$ cat src/rtl/rr_arbiter_4_pkg.sv
// Shared definitions for the 4-requester round-robin arbiter.
package rr_arbiter_4_pkg;

  localparam int NREQ  = 4;
  localparam int IDX_W = 2;

  typedef enum logic {
    ST_IDLE  = 1'b0,
    ST_GRANT = 1'b1
  } arb_state_t;

  typedef logic [IDX_W-1:0] arb_idx_t;

  // Next requester after idx, wrapping 3 -> 0 through the 2-bit width.
  function automatic arb_idx_t next_idx(input arb_idx_t idx);
    return idx + arb_idx_t'(1);
  endfunction

endpackage

$ cat src/rtl/rr_arbiter_4_if.sv
// Request/grant bundle between the requesters and the arbiter.
interface rr_arbiter_4_if;
  import rr_arbiter_4_pkg::*;

  logic [NREQ-1:0] req;
  logic            done;
  logic            sel_a;
  logic            sel_b;
  logic            sel_en;
  logic            timeout;

  // Requester side drives req/done and observes the grant.
  modport master (
    output req, done,
    input  sel_a, sel_b, sel_en, timeout
  );

  // Arbiter side.
  modport slave (
    input  req, done,
    output sel_a, sel_b, sel_en, timeout
  );

endinterface

$ cat src/rtl/rr_pick_4.sv
// Combinational round-robin pick: first set request at or after start (mod 4).
module rr_pick_4
  import rr_arbiter_4_pkg::*;
(
  input  logic [NREQ-1:0]  req,
  input  logic [IDX_W-1:0] start,
  output logic [IDX_W-1:0] idx,
  output logic             any
);

  logic [NREQ-1:0]  rot;
  logic [IDX_W-1:0] off;

  // Rotate so start sits at bit 0, take the lowest set bit, rotate the result back.
  always_comb begin
    rot = NREQ'({req, req} >> start);
    off = '0;
    for (int i = NREQ - 1; i >= 0; i--) begin
      if (rot[i]) off = IDX_W'(i);
    end
    idx = start + off;
    any = |req;
  end

endmodule

$ cat src/rtl/rr_arbiter_4.sv
// Round-robin arbiter for four requesters; drives a registered grant index
// and enable into the downstream 2-to-4 decoder.
module rr_arbiter_4
  import rr_arbiter_4_pkg::*;
#(
  parameter int HOLD_MAX = 8,
  parameter int HOLD_W   = 4
) (
  input  logic          clk,
  input  logic          rst,
  rr_arbiter_4_if.slave bus
);

  localparam logic              HOLD_EN = (HOLD_MAX != 0);
  localparam logic [HOLD_W-1:0] LIMIT   = HOLD_EN ? HOLD_W'(HOLD_MAX - 1) : '0;

  arb_state_t        state;
  arb_idx_t          idx;
  arb_idx_t          ptr;
  logic [HOLD_W-1:0] hold_cnt;
  logic              timeout_q;

  arb_idx_t pick_start;
  arb_idx_t pick_idx;
  logic     pick_any;
  logic     owner_drop;
  logic     limit_hit;
  logic     release_now;

  // Search origin: the pointer while idle, just past the owner on release.
  // Both equal idx+1 after any release, so one picker serves both cases.
  always_comb begin
    pick_start  = (state == ST_GRANT) ? next_idx(idx) : ptr;
    owner_drop  = bus.done || !bus.req[idx];
    limit_hit   = HOLD_EN && (hold_cnt == LIMIT);
    release_now = (state == ST_GRANT) && (owner_drop || limit_hit);
  end

  rr_pick_4 u_pick (
    .req   (bus.req),
    .start (pick_start),
    .idx   (pick_idx),
    .any   (pick_any)
  );

  // State machine:
  //   state    | meaning
  //   ST_IDLE  | no grant, sel_en low, waiting for any request
  //   ST_GRANT | idx owns the decoder; hold_cnt counts cycles owned
  always_ff @(posedge clk) begin
    if (rst) begin
      state     <= ST_IDLE;
      idx       <= '0;
      ptr       <= '0;
      hold_cnt  <= '0;
      timeout_q <= 1'b0;
    end else begin
      timeout_q <= 1'b0;
      case (state)
        ST_IDLE: begin
          if (pick_any) begin
            state    <= ST_GRANT;
            idx      <= pick_idx;
            hold_cnt <= '0;
          end
        end
        ST_GRANT: begin
          if (release_now) begin
            ptr       <= next_idx(idx);
            // done or a dropped request wins over a coincident hold limit
            timeout_q <= limit_hit && !owner_drop;
            hold_cnt  <= '0;
            if (pick_any) begin
              idx <= pick_idx;
            end else begin
              state <= ST_IDLE;
            end
          end else if (hold_cnt != '1) begin
            hold_cnt <= hold_cnt + 1'b1;
          end
        end
        default: begin
          state <= ST_IDLE;
        end
      endcase
    end
  end

  assign bus.sel_a   = idx[0];
  assign bus.sel_b   = idx[1];
  assign bus.sel_en  = (state == ST_GRANT);
  assign bus.timeout = timeout_q;

endmodule

$ cat src/flat_wrapper.sv
// flat-port wrapper written by rule: the top's interface ports become plain ports
module rr_arbiter_4_flat import rr_arbiter_4_pkg::*;
#(
  parameter int HOLD_MAX = 8,
  parameter int HOLD_W   = 4
)
  (clk, rst, bus_req, bus_done, bus_sel_a, bus_sel_b, bus_sel_en, bus_timeout);
  rr_arbiter_4_if bus_i ();
  input  logic clk;
  input  logic rst;
  input wire logic [$bits(bus_i.req)-1:0] bus_req;
  input wire logic [$bits(bus_i.done)-1:0] bus_done;
  output wire logic [$bits(bus_i.sel_a)-1:0] bus_sel_a;
  output wire logic [$bits(bus_i.sel_b)-1:0] bus_sel_b;
  output wire logic [$bits(bus_i.sel_en)-1:0] bus_sel_en;
  output wire logic [$bits(bus_i.timeout)-1:0] bus_timeout;
  assign bus_i.req = bus_req;
  assign bus_i.done = bus_done;
  assign bus_sel_a = bus_i.sel_a;
  assign bus_sel_b = bus_i.sel_b;
  assign bus_sel_en = bus_i.sel_en;
  assign bus_timeout = bus_i.timeout;
  rr_arbiter_4 #(.HOLD_MAX(HOLD_MAX), .HOLD_W(HOLD_W)) u_core (.clk(clk), .rst(rst), .bus(bus_i));
endmodule
$ cat config.mk
export PLATFORM = sky130hd
export DESIGN_NAME = rr_arbiter_4_flat
export DESIGN_NICKNAME = d
export VERILOG_FILES = /design/src/rtl/rr_arbiter_4_pkg.sv /design/src/rtl/rr_arbiter_4_if.sv /design/src/rtl/rr_pick_4.sv /design/src/rtl/rr_arbiter_4.sv /design/src/flat_wrapper.sv
export SDC_FILE = /design/constraint.sdc
export NUM_CORES = 1
export LEC_CHECK = 0
export ABC_AREA = 1
export ABC_CLOCK_PERIOD_IN_PS = 1950
export BUFFER_PORTS_ARGS = -buffer_cell sky130_fd_sc_hd__clkbuf_2
export CORE_UTILIZATION = 40
export DETAILED_ROUTE_END_ITERATION = 10
export REMOVE_ABC_BUFFERS = 1
export SLEW_MARGIN = 15
export SYNTH_ARGS = -nofsm -noshare
export SYNTH_HDL_FRONTEND = slang
export SYNTH_SLANG_ARGS = --single-unit
$ cat constraint.sdc
create_clock -name clk -period 1.95 [get_ports clk]
set_input_delay 0.39 -clock clk [delete_from_list [all_inputs] [get_ports clk]]
set_output_delay 0.39 -clock clk [all_outputs]
set_load 0.05 [all_outputs]
== Word level (Yosys, flattened, before mapping) ==
Cells that the tools add are included.
Storage, ports and cells
  bits in registers: 10
  input port bits: 7
  output and inout bits: 4
  word-level logic and storage cells: 44
Operators by class
  add/sub/neg operators: 3
  $lt $le $gt $ge: 1
  equal/unequal tests: 5
  shift-type cells: 1
  multiplexer cells: 17
  bitwise gates (word level): 2
  reductions and logical operators: 10
Operator list (count)
  2-to-1 mux 2 bit: 7
  2-to-1 mux 4 bit: 3
  one-hot mux 4 bit (2 select lines): 1
  >> shifter 8 x 2 -> 4 bit: 1
  adder 4 x 1 -> 4 bit, second input constant: 1
  == test 4 x 3 -> 1 bit, second input constant: 1
  inequality test 4 bit, second input constant: 1
  one-hot mux 2 bit (2 select lines): 1
  AND reduction 2 bit: 2
  OR reduction 4 bit: 1
  < comparator 2 x 3 -> 1 bit, second input constant: 1
  2-to-1 mux 1 bit: 3
  inequality test 3 bit, second input constant: 1
  OR reduction 3 bit: 1
  adder 2 x 1 -> 2 bit, second input constant: 1
  adder 2 bit: 1
  binary-select mux 1 bit (select 2 bit): 1
  logical AND 1 bit: 2
  logical NOT 1 bit: 2
  logical OR 1 bit: 2
  inequality test 2 x 1 -> 1 bit, second input constant: 1
  inequality test 2 bit, second input constant: 1
  inverter 1 bit: 2
  one-hot mux 1 bit (2 select lines): 1

== Logic depth before layout (Yosys ltp) ==
  depth in word-level cells: 11
  depth in mapped cells: 16

== Hierarchy ==
Synthesis repeated with hierarchy kept, for this count alone.
Second synthesis, totals
  cell total of the unflattened synthesis: 118
  area, all modules: 754.5 sq um
Modules (own cells, without submodules)
  rr_arbiter_4: instances 1, cells each 83, area an instance 586.8 sq um
  rr_pick_4: instances 1, cells each 35, area an instance 167.7 sq um

== Worst setup path before layout ==
Ideal clock, no wire load.
  path kind: register to register
  start: reg u_core.state, in the netlist u_core.bus.sel_en
  end: reg u_core.idx[1]
  setup time: 0.109 ns
  arrival time: 1.757 ns
  data required time: 1.841 ns
  setup slack: 0.085 ns
  stages on the path, launching flop included: 15
  buffers on the path: 1
  clock period less this slack: 1.865 ns
  cell sequence: dfxtp_1 buf_4 nand2_2 nand3_1 nand2_1 nand2_1 nand2_2 nor2_2 nand2_1 nand2_1 nand2_1 nand2_1 nand3_1 nand2_1 inv_1
On the way
  longest elaborated chain between the ends: 10
  elaborated cells between the ends (all ways): 13
  those cells by class: add/sub: 1; eq/ne: 1; shift: 1; mux: 8; bitwise: 1; reduce/logical: 1
Ends and longest elaborated chain
  start: declaration: line rr_arbiter_4.sv:17  | arb_state_t state;
  start signal: assignment: line rr_arbiter_4.sv:52  | state <= ST_IDLE;
  start signal: assignment: line rr_arbiter_4.sv:62  | state <= ST_GRANT;
  start signal: assignment: line rr_arbiter_4.sv:76  | state <= ST_IDLE;
  2-to-1 mux 2 bit: line rr_arbiter_4.sv:33  | pick_start = (state == ST_GRANT) ? next_idx(idx) : ptr;
  >> shifter 8 x 2 -> 4 bit: line rr_pick_4.sv:16  | rot = NREQ'({req, req} >> start);
  2-to-1 mux 2 bit (4 in series): line rr_pick_4.sv:19  | if (rot[i]) off = IDX_W'(i);
  adder 2 bit: line rr_pick_4.sv:21  | idx = start + off;
  2-to-1 mux 2 bit: line rr_arbiter_4.sv:61, rr_arbiter_4.sv:73
  2-to-1 mux 2 bit: line rr_arbiter_4.sv:68  | if (release_now) begin
  one-hot mux 2 bit (2 select lines): line rr_arbiter_4.sv:59  | case (state)
  end signal: assignment: line rr_arbiter_4.sv:63  | idx <= pick_idx;
  end signal: assignment: line rr_arbiter_4.sv:74  | idx <= pick_idx;
  end: declaration: line rr_arbiter_4.sv:18  | arb_idx_t idx;
Parallel ways exist; a longest one is shown, timed or not. The select of a mux whose other input is x is not followed.
A chain may end at the register's enable or synchronous reset.

== Final worst setup path ==
Ends and elaborated chain as after synthesis.

==> results by group <==
Detailed routing
  • Ratio of routed vias to standard cells: 5.01
  • Number of remaining DRC errors: 0
  • Antenna viol nets, final: 0
  • Drt wl/cell: 10.6 µm
  • DRT iter0 DRCs: 33
  • Pre-antenna DRT Iters: 4
  • Aggregate routed wire length: 1.90 mm
  • Vias after detailed routing: 902

Global routing
  • Overall routing resource usage: 18.9%
  • Number of antenna violations at the first check in global routing: 0
  • Maximum number of pins on one net before global-route repair: 10
  • Aggregate global routing overflow: 0
  • Number of global-route vias before repair: 718
  • Wire length of the first global-routing pass: 2.99 mm

Clocking
  • Post-CTS sizing: 0
  • Post-CTS setup buffer count: 0
  • Maximum number of buffers from clock root to sink: 2
  • Root Buffer Master: sky130_fd_sc_hd__clkbuf_4
  • Hold buffer count at cts: 0
  • Worst-Skew Late Latency: 0.26 ns
  • CTS HTree Levels: 1
  • Clk sinks: 10
  • TritonCTS clock tree: done
  • TritonCTS Buffers: 3
  • Clock transition at the register clock pins on the worst setup and hold paths after CTS: 0.07 ns

Timing
  • Worst Setup Slack, final: 0.271 ns
  • Final setup violation count: 0
  • Skew final: 0.00536 ns
  • Final number of hold-violating endpoints: 0
  • RSZ-0062 raised after global routing: no
  • Shortest clock period the worst path allows after layout: 1.68 ns
  • Worst max-slew margin expressed relative to the limit: 66.7%
  • Post-route setup TNS: 0 ns
  • Max-slew violation count: 0
  • Final critical-path share of the clock period: 86.1%
  • Worst Max-Slew Pin Slew: 0.495 ns
  • Highest clock rate: 0.596 GHz

Logic synthesis
  • Fraction of the mapped netlist area in adder cells: 1.53%
  • Main combinational cell family by area after synthesis: simple AND/OR/NAND/NOR gates
  • Cell type with the highest aggregate area in the netlist: sky130_fd_sc_hd__dfxtp_1
  • Number of synthesized register bits: 10
  • Synth Area in Compound Gates: 10.1%
  • Sequential-to-total area share from yosys stat: 24.5%
  • Yosys warnings: 0
  • Top area cells in the synthesized netlist: sky130_fd_sc_hd__dfxtp_1 (25%), sky130_fd_sc_hd__nand2_1 (23%), sky130_fd_sc_hd__nand3_1 (13%), sky130_fd_sc_hd__inv_1 (7.4%), sky130_fd_sc_hd__a21oi_1 (4.9%)
  • Cell Area, Synth: 816 µm²
  • Simple-gate share of the synthesized area: 52.8%
  • Post-synthesis instance total: 141
  • Multiplexer fraction of the synthesized cell area: 0%
  • Synthesized-area fraction occupied by xor and xnor cells: 1.07%
  • Mapped Avg Cell Area: 5.79 µm²
  • Number of distinct library cells after synthesis: 26
  • Share of Yosys cell area claimed by the top area cell type: 24.5%

Cells and area
  • Layout filler cell count: 192
  • Final Net Count: 164
  • Finished Layout Cells: 180
  • Fraction of final layout cells with drive strength greater than 1: 17.4%
  • Area of the multi-input gates: 534 µm²
  • Core Util, Final: 51.3%
  • Ant. Diodes: 0
  • Relative area change from synthesis to final layout: 14.4%
  • Reg area: 200 µm²

Critical path
  • Classification of the worst setup path: register to register
  • Endpoint arrival time on the critical path: 1.84 ns
  • Crit Path Max Fanout: 9
  • Crit path from: u_core.bus.sel_en
  • Crit path required time: 2.11 ns
  • Startpoint of the worst register-to-register path: u_core.bus.sel_en
  • Sort of element at the end of the critical path: register
  • Worst Setup Start Kind: register

Power
  • Leakage: 0.505 nW
  • Power per standard cell area: 1020 mW/mm²
  • Peak ir drop on the vdd network: 0.733 mV
  • Final total power: 949 µW

Die
  • CORE AREA: 0.00182 mm²
  • Die outline height: 47.2 µm
  • Full die area: 0.00222 mm²
  • Initial cell density of the core: 44.8%
  • Width of the chip: 47.2 µm
  • Number of ports placed on the die boundary: 11
  • Standard-cell row count: 15

Run
  • Reported max-cap violation count: 0

Place
  • Worst slack, placed: 0.245 ns
  • Final Wtd Congestion: 0.926
  • Placed Cells incl. Taps: 176
  • I/O Buffers: 10
  • Post-DP HPWL: 1.51 mm

Run status
  • Status: finished clean

Hold path
  • Worst min path class: input pin to register
  • Source of the worst hold timing path: bus_done
-- worst max-delay path, cell delays in order, from the launching register on --
cell                      delay [ns]
sky130_fd_sc_hd__dfxtp_1        0.52
sky130_fd_sc_hd__nand2_2        0.21
sky130_fd_sc_hd__nand3_1        0.13
sky130_fd_sc_hd__nand2_1        0.09
sky130_fd_sc_hd__nand2_1        0.09
sky130_fd_sc_hd__nand2_2        0.06
sky130_fd_sc_hd__nor2_2         0.11
sky130_fd_sc_hd__nand2_1        0.05
sky130_fd_sc_hd__nand2_1        0.07
sky130_fd_sc_hd__nand2_1        0.05
sky130_fd_sc_hd__nand2_1        0.05
sky130_fd_sc_hd__nand3_1        0.06
sky130_fd_sc_hd__nand2_1        0.06
sky130_fd_sc_hd__inv_1          0.03
-- synth_stat cells --
cell and instances:
sky130_fd_sc_hd__a21oi_1 8, sky130_fd_sc_hd__a31oi_1 1, sky130_fd_sc_hd__buf_4 1, sky130_fd_sc_hd__clkinv_1 1, sky130_fd_sc_hd__dfxtp_1 10, sky130_fd_sc_hd__ha_1 1
sky130_fd_sc_hd__inv_1 16, sky130_fd_sc_hd__inv_2 1, sky130_fd_sc_hd__inv_4 1, sky130_fd_sc_hd__nand2_1 51, sky130_fd_sc_hd__nand2_2 5, sky130_fd_sc_hd__nand2_4 2
sky130_fd_sc_hd__nand3_1 22, sky130_fd_sc_hd__nand3_2 1, sky130_fd_sc_hd__nand3b_1 1, sky130_fd_sc_hd__nand4_1 1, sky130_fd_sc_hd__nor2_1 4, sky130_fd_sc_hd__nor2_2 1
sky130_fd_sc_hd__nor3_1 1, sky130_fd_sc_hd__nor4_1 2, sky130_fd_sc_hd__o21ai_0 5, sky130_fd_sc_hd__o21ai_1 1, sky130_fd_sc_hd__o22ai_1 1, sky130_fd_sc_hd__or2_1 1
sky130_fd_sc_hd__or2_2 1, sky130_fd_sc_hd__xor2_1 1
-- power by group --
group | leakage (nW) | internal [mW] | switching, mW | total, mW
sequential | 0.0821 | 0.232 | 0.0367 | 0.269
combinational | 0.402 | 0.154 | 0.342 | 0.496
clock | 0.0210 | 0.113 | 0.0707 | 0.184
total | 0.505 | 0.499 | 0.450 | 0.949
-- area by class of cell --
type	count	area share, %
flip-flops and latches	10	21.4
clock buffers	4	3.89
multi-input cells	111	57.2
well taps	25	3.35
repair buffers	11	6.17
inverters	19	7.91
-- state kept, by name, indices dropped and copies added (netlist names) --
signal,cells
u_core.idx,2
u_core.bus.sel_en,1
u_core.ptr,2
u_core.hold_cnt,4
u_core.bus.timeout,1
-- stage by stage --
stage | hold slack (ns) | cell area [µm²]
finish | 0.385 | 933
global route | 0.392 | 933
CTS | 0.378 | 933
global placement | 0.509 | 897
detailed placement | 0.510 | 897
floorplan | 0.459 | 808
-- kinds of logic after synthesis --
family / after synthesis
AOI/OAI and AO/OA: 16
xor gates and xnor gates: 1
adders and majority gates: 1
buffers and inverters: 20
DFF: 10
and+or+nand+nor: 93
-- routing by layer --
layer | routed length, µm | global-route usage [%] | share of wire [%]
met4 | 10 | 3.43 | 0.53
met1 | 1010 | 27.9 | 53
met2 | 771 | 27.2 | 41
met5 | 0 | 0 | 0
met3 | 112 | 5.77 | 5.9
-- cells in the final DEF (no fill, tap or decap), drive strengths merged --
cell    count
nand3b      1
nand3      23
a21oi       8
ha          1
or2         2
a31oi       1
nand2      58
buf         1
xor2        1
nand4       1
nor3        1
clkbuf     14
nor2        5
nor4        2
o21ai       6
clkinv      1
dfxtp      10
inv        18
o22ai       1
-- worst paths after layout --
check	end	slack, ns	cells after the start
worst max-delay path	u_core.idx[1]	0.27	13
worst min-delay path	u_core.bus.timeout	0.38	4
worst max register to register	u_core.idx[1]	0.27	13
worst min register to register	u_core.ptr[0]	0.52	2
Power figures use the tool's default switching activity.
